File: src/rtl/seg7_pkg.sv
// Shared seven-segment definitions: active-low glyphs (bit0=a .. bit6=g) and a
// value-to-glyph helper used by every display block.
package seg7_pkg;

  localparam logic [6:0] SEG_0   = 7'b1000000;
  localparam logic [6:0] SEG_1   = 7'b1111001;
  localparam logic [6:0] SEG_2   = 7'b0100100;
  localparam logic [6:0] SEG_3   = 7'b0110000;
  localparam logic [6:0] SEG_4   = 7'b0011001;
  localparam logic [6:0] SEG_5   = 7'b0010010;
  localparam logic [6:0] SEG_6   = 7'b0000010;
  localparam logic [6:0] SEG_7   = 7'b1111000;
  localparam logic [6:0] SEG_8   = 7'b0000000;
  localparam logic [6:0] SEG_9   = 7'b0010000;
  localparam logic [6:0] SEG_A   = 7'b0001000;
  localparam logic [6:0] SEG_B   = 7'b0000011;
  localparam logic [6:0] SEG_C   = 7'b1000110;
  localparam logic [6:0] SEG_D   = 7'b0100001;
  localparam logic [6:0] SEG_E   = 7'b0000110;
  localparam logic [6:0] SEG_F   = 7'b0001110;
  localparam logic [6:0] SEG_OFF = 7'h7F;

  // Values above 9 render dark unless hex glyphs are enabled.
  function automatic logic [6:0] seg7_glyph(input logic [3:0] value, input logic hex_en);
    logic [6:0] seg;
    case (value)
      4'h0:    seg = SEG_0;
      4'h1:    seg = SEG_1;
      4'h2:    seg = SEG_2;
      4'h3:    seg = SEG_3;
      4'h4:    seg = SEG_4;
      4'h5:    seg = SEG_5;
      4'h6:    seg = SEG_6;
      4'h7:    seg = SEG_7;
      4'h8:    seg = SEG_8;
      4'h9:    seg = SEG_9;
      4'hA:    seg = SEG_A;
      4'hB:    seg = SEG_B;
      4'hC:    seg = SEG_C;
      4'hD:    seg = SEG_D;
      4'hE:    seg = SEG_E;
      4'hF:    seg = SEG_F;
      default: seg = SEG_OFF;
    endcase
    return (!hex_en && (value > 4'd9)) ? SEG_OFF : seg;
  endfunction

endpackage

File: src/rtl/seg7_decode.sv
// Combinational digit decoder: 4-bit value to active-low segments, with a
// dark override for blanked or suppressed digits.
module seg7_decode
  import seg7_pkg::*;
(
  input  logic [3:0] value,
  input  logic       hex_en,
  input  logic       dark,
  output logic [6:0] seg
);

  assign seg = dark ? SEG_OFF : seg7_glyph(value, hex_en);

endmodule

File: src/rtl/seg7_scan_ctrl.sv
// Multiplexed common-anode display scanner with double-buffered digit data,
// leading-zero suppression and an all-anodes-off guard at each slot start.
module seg7_scan_ctrl
  import seg7_pkg::*;
#(
  parameter int NUM_DIGITS  = 8,
  parameter int TICK_DIV    = 10000,
  parameter int GUARD       = 2,
  parameter int LZ_SUPPRESS = 1,
  parameter int HEX_EN      = 1
) (
  input  logic                    clk_5MHz,
  input  logic                    reset_n,
  input  logic [4*NUM_DIGITS-1:0] digits_in,
  input  logic [NUM_DIGITS-1:0]   dp_in,
  input  logic [NUM_DIGITS-1:0]   blank_in,
  input  logic                    load,
  output logic                    load_ack,
  output logic                    frame_start,
  output logic [NUM_DIGITS-1:0]   anodes,
  output logic [6:0]              cathodes,
  output logic                    dp
);

  localparam int IDX_W = (NUM_DIGITS > 1) ? $clog2(NUM_DIGITS) : 1;
  localparam int CNT_W = $clog2(TICK_DIV);
  localparam logic [CNT_W-1:0]      SLOT_LAST = CNT_W'(TICK_DIV - 1);
  localparam logic [CNT_W-1:0]      GUARD_C   = CNT_W'(GUARD);
  localparam logic [IDX_W-1:0]      IDX_LAST  = IDX_W'(NUM_DIGITS - 1);
  localparam logic [NUM_DIGITS-1:0] ONE_HOT0  = NUM_DIGITS'(1);

  logic [CNT_W-1:0]        slot_cnt_r;
  logic [IDX_W-1:0]        idx_r;
  logic [4*NUM_DIGITS-1:0] pend_dig_r, act_dig_r;
  logic [NUM_DIGITS-1:0]   pend_dp_r, act_dp_r, pend_blank_r, act_blank_r;
  logic                    pend_valid_r;
  logic [NUM_DIGITS-1:0]   anodes_r;
  logic [6:0]              cathodes_r;
  logic                    dp_r, load_ack_r, frame_start_r;

  logic                    slot_end_s, boundary_s, in_guard_s, cur_dark_s;
  logic [NUM_DIGITS-1:0]   lz_mask_s;
  logic [3:0]              cur_val_s;
  logic [6:0]              cur_seg_s;

  assign slot_end_s = (slot_cnt_r == SLOT_LAST);
  assign boundary_s = slot_end_s && (idx_r == IDX_LAST);
  assign in_guard_s = (GUARD > 0) && (slot_cnt_r < GUARD_C);
  assign cur_val_s  = act_dig_r[{idx_r, 2'b00} +: 4];
  assign cur_dark_s = act_blank_r[idx_r] | lz_mask_s[idx_r];

  // Digit i (i >= 1) is suppressed when it and every more significant digit is zero.
  always_comb begin
    logic upper_zero;
    upper_zero = 1'b1;
    lz_mask_s  = {NUM_DIGITS{1'b0}};
    for (int i = NUM_DIGITS - 1; i >= 0; i--) begin
      upper_zero   = upper_zero & (act_dig_r[4*i +: 4] == 4'd0);
      lz_mask_s[i] = upper_zero & (i != 0) & (LZ_SUPPRESS != 0);
    end
  end

  seg7_decode u_decode (
    .value  (cur_val_s),
    .hex_en (HEX_EN != 0),
    .dark   (cur_dark_s),
    .seg    (cur_seg_s)
  );

  // Slot timer and scanned digit index.
  always_ff @(posedge clk_5MHz or negedge reset_n) begin
    if (!reset_n) begin
      slot_cnt_r <= {CNT_W{1'b0}};
      idx_r      <= {IDX_W{1'b0}};
    end else if (slot_end_s) begin
      slot_cnt_r <= {CNT_W{1'b0}};
      idx_r      <= (idx_r == IDX_LAST) ? {IDX_W{1'b0}} : idx_r + IDX_W'(1);
    end else begin
      slot_cnt_r <= slot_cnt_r + CNT_W'(1);
    end
  end

  // Pending/active double buffer; commit reads pending before a coincident load rewrites it.
  always_ff @(posedge clk_5MHz or negedge reset_n) begin
    if (!reset_n) begin
      pend_dig_r   <= {(4*NUM_DIGITS){1'b0}};
      pend_dp_r    <= {NUM_DIGITS{1'b0}};
      pend_blank_r <= {NUM_DIGITS{1'b0}};
      pend_valid_r <= 1'b0;
      act_dig_r    <= {(4*NUM_DIGITS){1'b0}};
      act_dp_r     <= {NUM_DIGITS{1'b0}};
      act_blank_r  <= {NUM_DIGITS{1'b0}};
    end else begin
      if (boundary_s && pend_valid_r) begin
        act_dig_r   <= pend_dig_r;
        act_dp_r    <= pend_dp_r;
        act_blank_r <= pend_blank_r;
      end
      if (load) begin
        pend_dig_r   <= digits_in;
        pend_dp_r    <= dp_in;
        pend_blank_r <= blank_in;
        pend_valid_r <= 1'b1;
      end else if (boundary_s) begin
        pend_valid_r <= 1'b0;
      end
    end
  end

  // Registered pin drive and status pulses.
  always_ff @(posedge clk_5MHz or negedge reset_n) begin
    if (!reset_n) begin
      anodes_r      <= {NUM_DIGITS{1'b1}};
      cathodes_r    <= SEG_OFF;
      dp_r          <= 1'b1;
      load_ack_r    <= 1'b0;
      frame_start_r <= 1'b0;
    end else begin
      load_ack_r    <= boundary_s & pend_valid_r;
      frame_start_r <= boundary_s;
      if (in_guard_s) begin
        anodes_r   <= {NUM_DIGITS{1'b1}};
        cathodes_r <= SEG_OFF;
        dp_r       <= 1'b1;
      end else begin
        anodes_r   <= ~(ONE_HOT0 << idx_r);
        cathodes_r <= cur_seg_s;
        dp_r       <= ~act_dp_r[idx_r];
      end
    end
  end

  assign anodes      = anodes_r;
  assign cathodes    = cathodes_r;
  assign dp          = dp_r;
  assign load_ack    = load_ack_r;
  assign frame_start = frame_start_r;

endmodule

File: config.mk
export PLATFORM = sky130hd
export DESIGN_NAME = seg7_scan_ctrl
export DESIGN_NICKNAME = d
export VERILOG_FILES = /design/src/rtl/seg7_pkg.sv /design/src/rtl/seg7_decode.sv /design/src/rtl/seg7_scan_ctrl.sv
export SDC_FILE = /design/constraint.sdc
export NUM_CORES = 1
export LEC_CHECK = 0
export ABC_AREA = 1
export CAP_MARGIN = 0
export CORE_MARGIN = 2
export CORE_UTILIZATION = 40
export CTS_CLUSTER_DIAMETER = 30
export CTS_CLUSTER_SIZE = 10
export DETAILED_ROUTE_END_ITERATION = 6
export RECOVER_POWER = 50
export REMOVE_ABC_BUFFERS = 1
export SLEW_MARGIN = 20
export SYNTH_ARGS = -nofsm -noshare
export SYNTH_HDL_FRONTEND = slang
export SYNTH_HIERARCHICAL = 1
export SYNTH_SLANG_ARGS = --single-unit
File: constraint.sdc
create_clock -name clk_5MHz -period 3.97 [get_ports clk_5MHz]
set_clock_uncertainty 0.15 [all_clocks]
set_input_delay 0.5955 -clock clk_5MHz [delete_from_list [all_inputs] [get_ports clk_5MHz]]
set_output_delay 0.5955 -clock clk_5MHz [all_outputs]
set_load 0.02 [all_outputs]
Yosys cells after proc, flatten, opt, wreduce, memory -nomap -nowiden. Memories as Yosys holds them, arrays and structs flattened. Cells that the tools add are included.

Add/sub/neg operators: 2. Order comparisons: 2. Equality and inequality tests: 2. Shift-type cells: 2. Multiplexer cells: 14. Bitwise operators: 10. Reductions and logical operators: 10.

Operator list (count): 32-bit by 6-bit indexed part select with 4-bit output (1); 4-bit logical NOT (7); 14-bit by 1-bit adder with 14-bit output, second input constant (1); 14-bit equality test, second input constant (1); 14-bit by 2-bit less-than comparator with 1-bit output, second input constant (1); 14-bit 2-to-1 mux (1); 7-bit 2-to-1 mux (2); 1-bit binary-select mux with 3-bit select (3); 8-bit 2-to-1 mux (1); 8-bit NOT (1); 1-bit by 3-bit left shift with 8-bit output, first input constant (1); 1-bit bitwise AND (7); 1-bit 2-to-1 mux (6); 3-bit by 4-bit less-than comparator with 1-bit output, second input constant (1); 3-bit by 1-bit adder with 3-bit output, second input constant (1); 3-bit equality test, second input constant (1); 3-bit 2-to-1 mux (1); 1-bit logical AND (2); 2-bit nonzero test (1); 1-bit NOT (1); 1-bit bitwise OR (1).

Bits in registers: 132. Bits in read-only memories: 112. Bits of input ports: 51. Output and inout port bits: 18. Word-level logic and storage cells: 57. Memories kept: 1.

Memory list: (no name shown) (depth 16, bits a word 7, rd ports 1, clocked after Yosys merged registers in 0, write ports 0, RTL line seg7_pkg.sv:26) `case (value)`.

Logic depth before layout (Yosys ltp).
Word-level depth: 12. Mapped depth: 16. Mapped depth without buffers: 15.

By module. The synthesis kept the hierarchy.

By module, submodules not included: seg7_scan_ctrl (times used 1, cells each 721, area an instance 5919.4 sq um); seg7_decode (times used 1, cells each 67, area an instance 367.9 sq um).

Worst setup path before layout. Ideal clock, no wire load.

Path type: reg-to-reg. From: register idx_r[1]. To: register cathodes_r[3], in the netlist cathodes[3]. Arrival time: 2044 ps. Required time: 3739 ps. Path slack: 1695 ps. Cell stages (with the launch flop): 16. Path buffers: 2. Cell sequence: dfrtp_1 > clkbuf_1 > clkbuf_1 > o21ai_0 > o22ai_1 > nand2_1 > nand2_1 > inv_1 > ha_1 > inv_1 > nand3_1 > nand2_1 > nor2_1 > nand2_1 > inv_1 > nand2_1.

RTL lines: start, declared (RTL line seg7_scan_ctrl.sv:33) `logic [IDX_W-1:0] idx_r;`; start signal, assigned (RTL line seg7_scan_ctrl.sv:74) `idx_r <= {IDX_W{1'b0}};`; start signal, assigned (RTL line seg7_scan_ctrl.sv:77) `idx_r <= (idx_r == IDX_LAST) ? {IDX_W{1'b0}} : idx_r + IDX_W'(1);`; 32-bit by 6-bit indexed part select with 4-bit output (RTL line seg7_scan_ctrl.sv:49) `assign cur_val_s = act_dig_r[{idx_r, 2'b00} +: 4];`; net cur_val_s[1] (RTL line seg7_scan_ctrl.sv:43) `logic [3:0] cur_val_s;`; memory 16 x 7 bit; 7-bit 2-to-1 mux (RTL line seg7_decode.sv:12) `assign seg = dark ? SEG_OFF : seg7_glyph(value, hex_en);`; net cur_seg_s[3] (RTL line seg7_scan_ctrl.sv:44) `logic [6:0] cur_seg_s;`; 7-bit 2-to-1 mux (RTL line seg7_scan_ctrl.sv:121) `if (in_guard_s) begin`; end signal, assigned (RTL line seg7_scan_ctrl.sv:127) `cathodes_r <= cur_seg_s;`; end, declared (RTL line seg7_scan_ctrl.sv:38) `logic [6:0] cathodes_r;`.

The timed path passes the listed nets, and every way through them passes these cells. The select of a mux whose other input is x is not followed. A chain may end at the register's enable or synchronous reset.

==> reports/metrics.yaml <==
clocking:
  cts_tree: "yes"
  cts_made_buffers: 17
  cts_resized: 0
  ctsHoldBuffers: 0
  cts.sinks: 132
  post_cts_buffers: 0
  clockBufferDepth: 2
  cts-htree-levels: 4
  cts_root_buf: "clkbuf_16"
  insertion_delay_ps: 430
  cts.clk_slew.worst_paths_ps: 60
cells_and_area:
  area_growth_pct: 22.1
  final_common_cell: "nand2_1"
  fillers: 1491
  final_cell_mix: "nand2_1 (344), dfrtp_1 (116), clkdlybuf4s50_1 (66)"
  stdcell_area_um2: 7680
  drive_above_1_share_pct: 8.22
  fin_nets: 904
  antenna_cells: 0
worst_hold_path:
  hold_path.class: "register to register"
  min_from: "act_dig_r[1]"
  worstHoldEndpoint: "act_dig_r[1]"
  hold_depth: 2
timing:
  period_needed_ps: 2800
  fmax_mhz: 357
  tightest_slew_ps: 1930
  relSlewSlack_pct: -29.0
  final_hold_viol_count: 0
  tns_ps: 0
  setup_viol: 0
  hold_slack_ps: 319
  period_share_pct: 70.5
  slew_viol_final: 112
  rsz0062_at_grt: "no"
placement:
  portBuffers: 68
  place.gp.congestion: 0.860
  placed_area_um2: 7070
  post-dp-hpwl_um: 9520
critical_path:
  worstSetupEndpointType: "register"
  worstPathMaxFanout: 49
  crit_type: "input port to register"
  rrSetupSlack_ps: 1200
  r2r-start: "idx_r[1]"
  r2r_end: "cathodes[1]"
  ff2ff_path_depth: 13
  required_ps: 4130
  cp.arrival_ps: 2960
  cp-start-kind: "input port"
power:
  p_int_mw: 2.48
  cellLeakagePower_nw: 3.93
  p_clk_share_pct: 50.8
  p_seq_share_pct: 45.0
  combPwrFrac_pct: 4.2
  netSwitchingFraction_pct: 21.2
  vdd_ir_drop_max_mv: 0.298
  powerDensity_nw_per_um2: 410
  p_switching_mw: 0.668
global_routing:
  grt_pass1_wl_um: 23500
  antenna_found_initial: 0
  grt_pass1_vias: 4912
  grt.total_usage_pct: 17.8
  grt.overflow.total: 0
  grt_max_degree: 72
logic_synthesis:
  netlist_area_um2: 6290
  avgSynthCellArea_um2: 7.98
  ys_types: 29
  synth_seq_cells: 132
  ys_warn_count: 6
  synth-seq-area-share_pct: 52.9
  synthCells: 788
floorplan:
  io_pins: 69
  fp.dieArea_um2: 16700
  initial_core_util_pct: 41.2
  core_area_um2: 15300
  die_h_um: 129
  fp-row-count: 45
  die_w_um: 129
drt:
  drt.antenna.violating_nets: 0
  wire_per_inst_um: 12.9
  drc: 0
  viasPerCell: 4.68
  wl_um: 13700
  dr.pass1.iters: 4
  drt-initial-drc-count: 299
  dr_total_vias: 4979
run:
  max_cap_violations: 2
outcome:
  outcome: "finished with violations"
  failed_checks: "max-capacitance violations, max-slew violations"
-- worst max-delay path by stage --
stage | startpoint | to | depth (start not counted)
after floorplan | idx_r[0] | act_blank_r[0] | 5
after global placement | idx_r[1] | cathodes[3] | 14
after detailed placement | idx_r[1] | cathodes[1] | 13
after CTS | idx_r[1] | cathodes[1] | 13
after global routing | load | pend_dig_r[23] | 5
final | load | pend_dig_r[5] | 5
-- flip-flops by register name (all words and copies together), names as in the netlist --
register and count:
act_dp_r 8, load_ack 1, pend_blank_r 8, act_blank_r 8, pend_valid_r 1, act_dig_r 32, pend_dp_r 8, idx_r 3
dp 1, pend_dig_r 32, anodes 8, slot_cnt_r 14, frame_start 1, cathodes 7
-- metal layers --
metal	routed length, um	global-route usage, %	vias to the layer above
li1	-	-	2605
met1	6610	24.0	2280
met2	6520	28.5	83
met3	396	4.46	11
met4	157	5.75	0
met5	0	0	-
-- metrics by stage --
step	util, %	instances	total power [mW]	setup slack, ps
finish	50.3	1063	3.15	1170
global route	50.3	1063	3.27	679
CTS	50.4	1063	3.19	1250
detailed placement	46.4	1031	1.58	1280
global placement	46.4	1031	1.57	1400
floorplan	-	743	1.47	129
-- cell type report --
class | instances | area [um2] | share of cell area, %
clock buffer | 21 | 460 | 6.00
clock inverter | 11 | 150 | 1.96
inverter | 46 | 175 | 2.28
multi-input combinational | 565 | 2560 | 33.3
sequential | 132 | 3320 | 43.3
tap | 211 | 264 | 3.44
timing repair buffer | 77 | 747 | 9.73
-- power groups by stage --
stage	clock [mW]	sequential (mW)	combinational [mW]
6_report	1.60	1.42	0.133
5_1_grt	1.69	1.42	0.155
4_1_cts	1.63	1.42	0.138
3_5_place_dp	0	1.44	0.138
3_3_place_gp	0	1.44	0.134
2_1_floorplan	0	1.43	0.0431
-- cell families after synthesis --
logic type | Yosys count | synth area share [%]
compound gates | 40 | 3.58
xor+xnor | 6 | 0.836
fa+ha+maj | 14 | 2.79
buf+inv | 91 | 6.55
flops | 132 | 52.9
other cells | 1 | 0.0596
simple gates | 504 | 33.3
-- worst max-delay path, cell delays in order --
cell      delay [ps]
clkbuf_1        1360
inv_1             80
clkbuf_2         600
nand2_1          220
nand2_1           60
-- synth_stat cells --
library cell	instances	area share, %
nand4_1	55	5.5
conb_1	1	0.060
ha_1	14	2.8
dfstp_2	16	6.7
o21ai_0	21	1.7
nor2_2	2	0.20
xor2_1	6	0.84
clkinv_1	2	0.12
inv_4	1	0.10
buf_6	8	1.4
nand2_1	344	21
a21oi_1	5	0.40
nand2_2	2	0.20
dfrtp_1	116	46
and2_1	2	0.20
nor3b_1	2	0.24
nor2_1	63	3.8
o22ai_1	7	0.70
o21a_1	1	0.12
inv_2	6	0.36
a21o_1	1	0.12
nor4_1	1	0.10
inv_1	37	2.2
buf_1	3	0.18
o21ai_2	3	0.42
clkbuf_1	28	1.7
buf_2	6	0.48
o21ai_1	2	0.16
nand3_1	33	2.6
No activity file was read; power rests on OpenSTA's default activity.
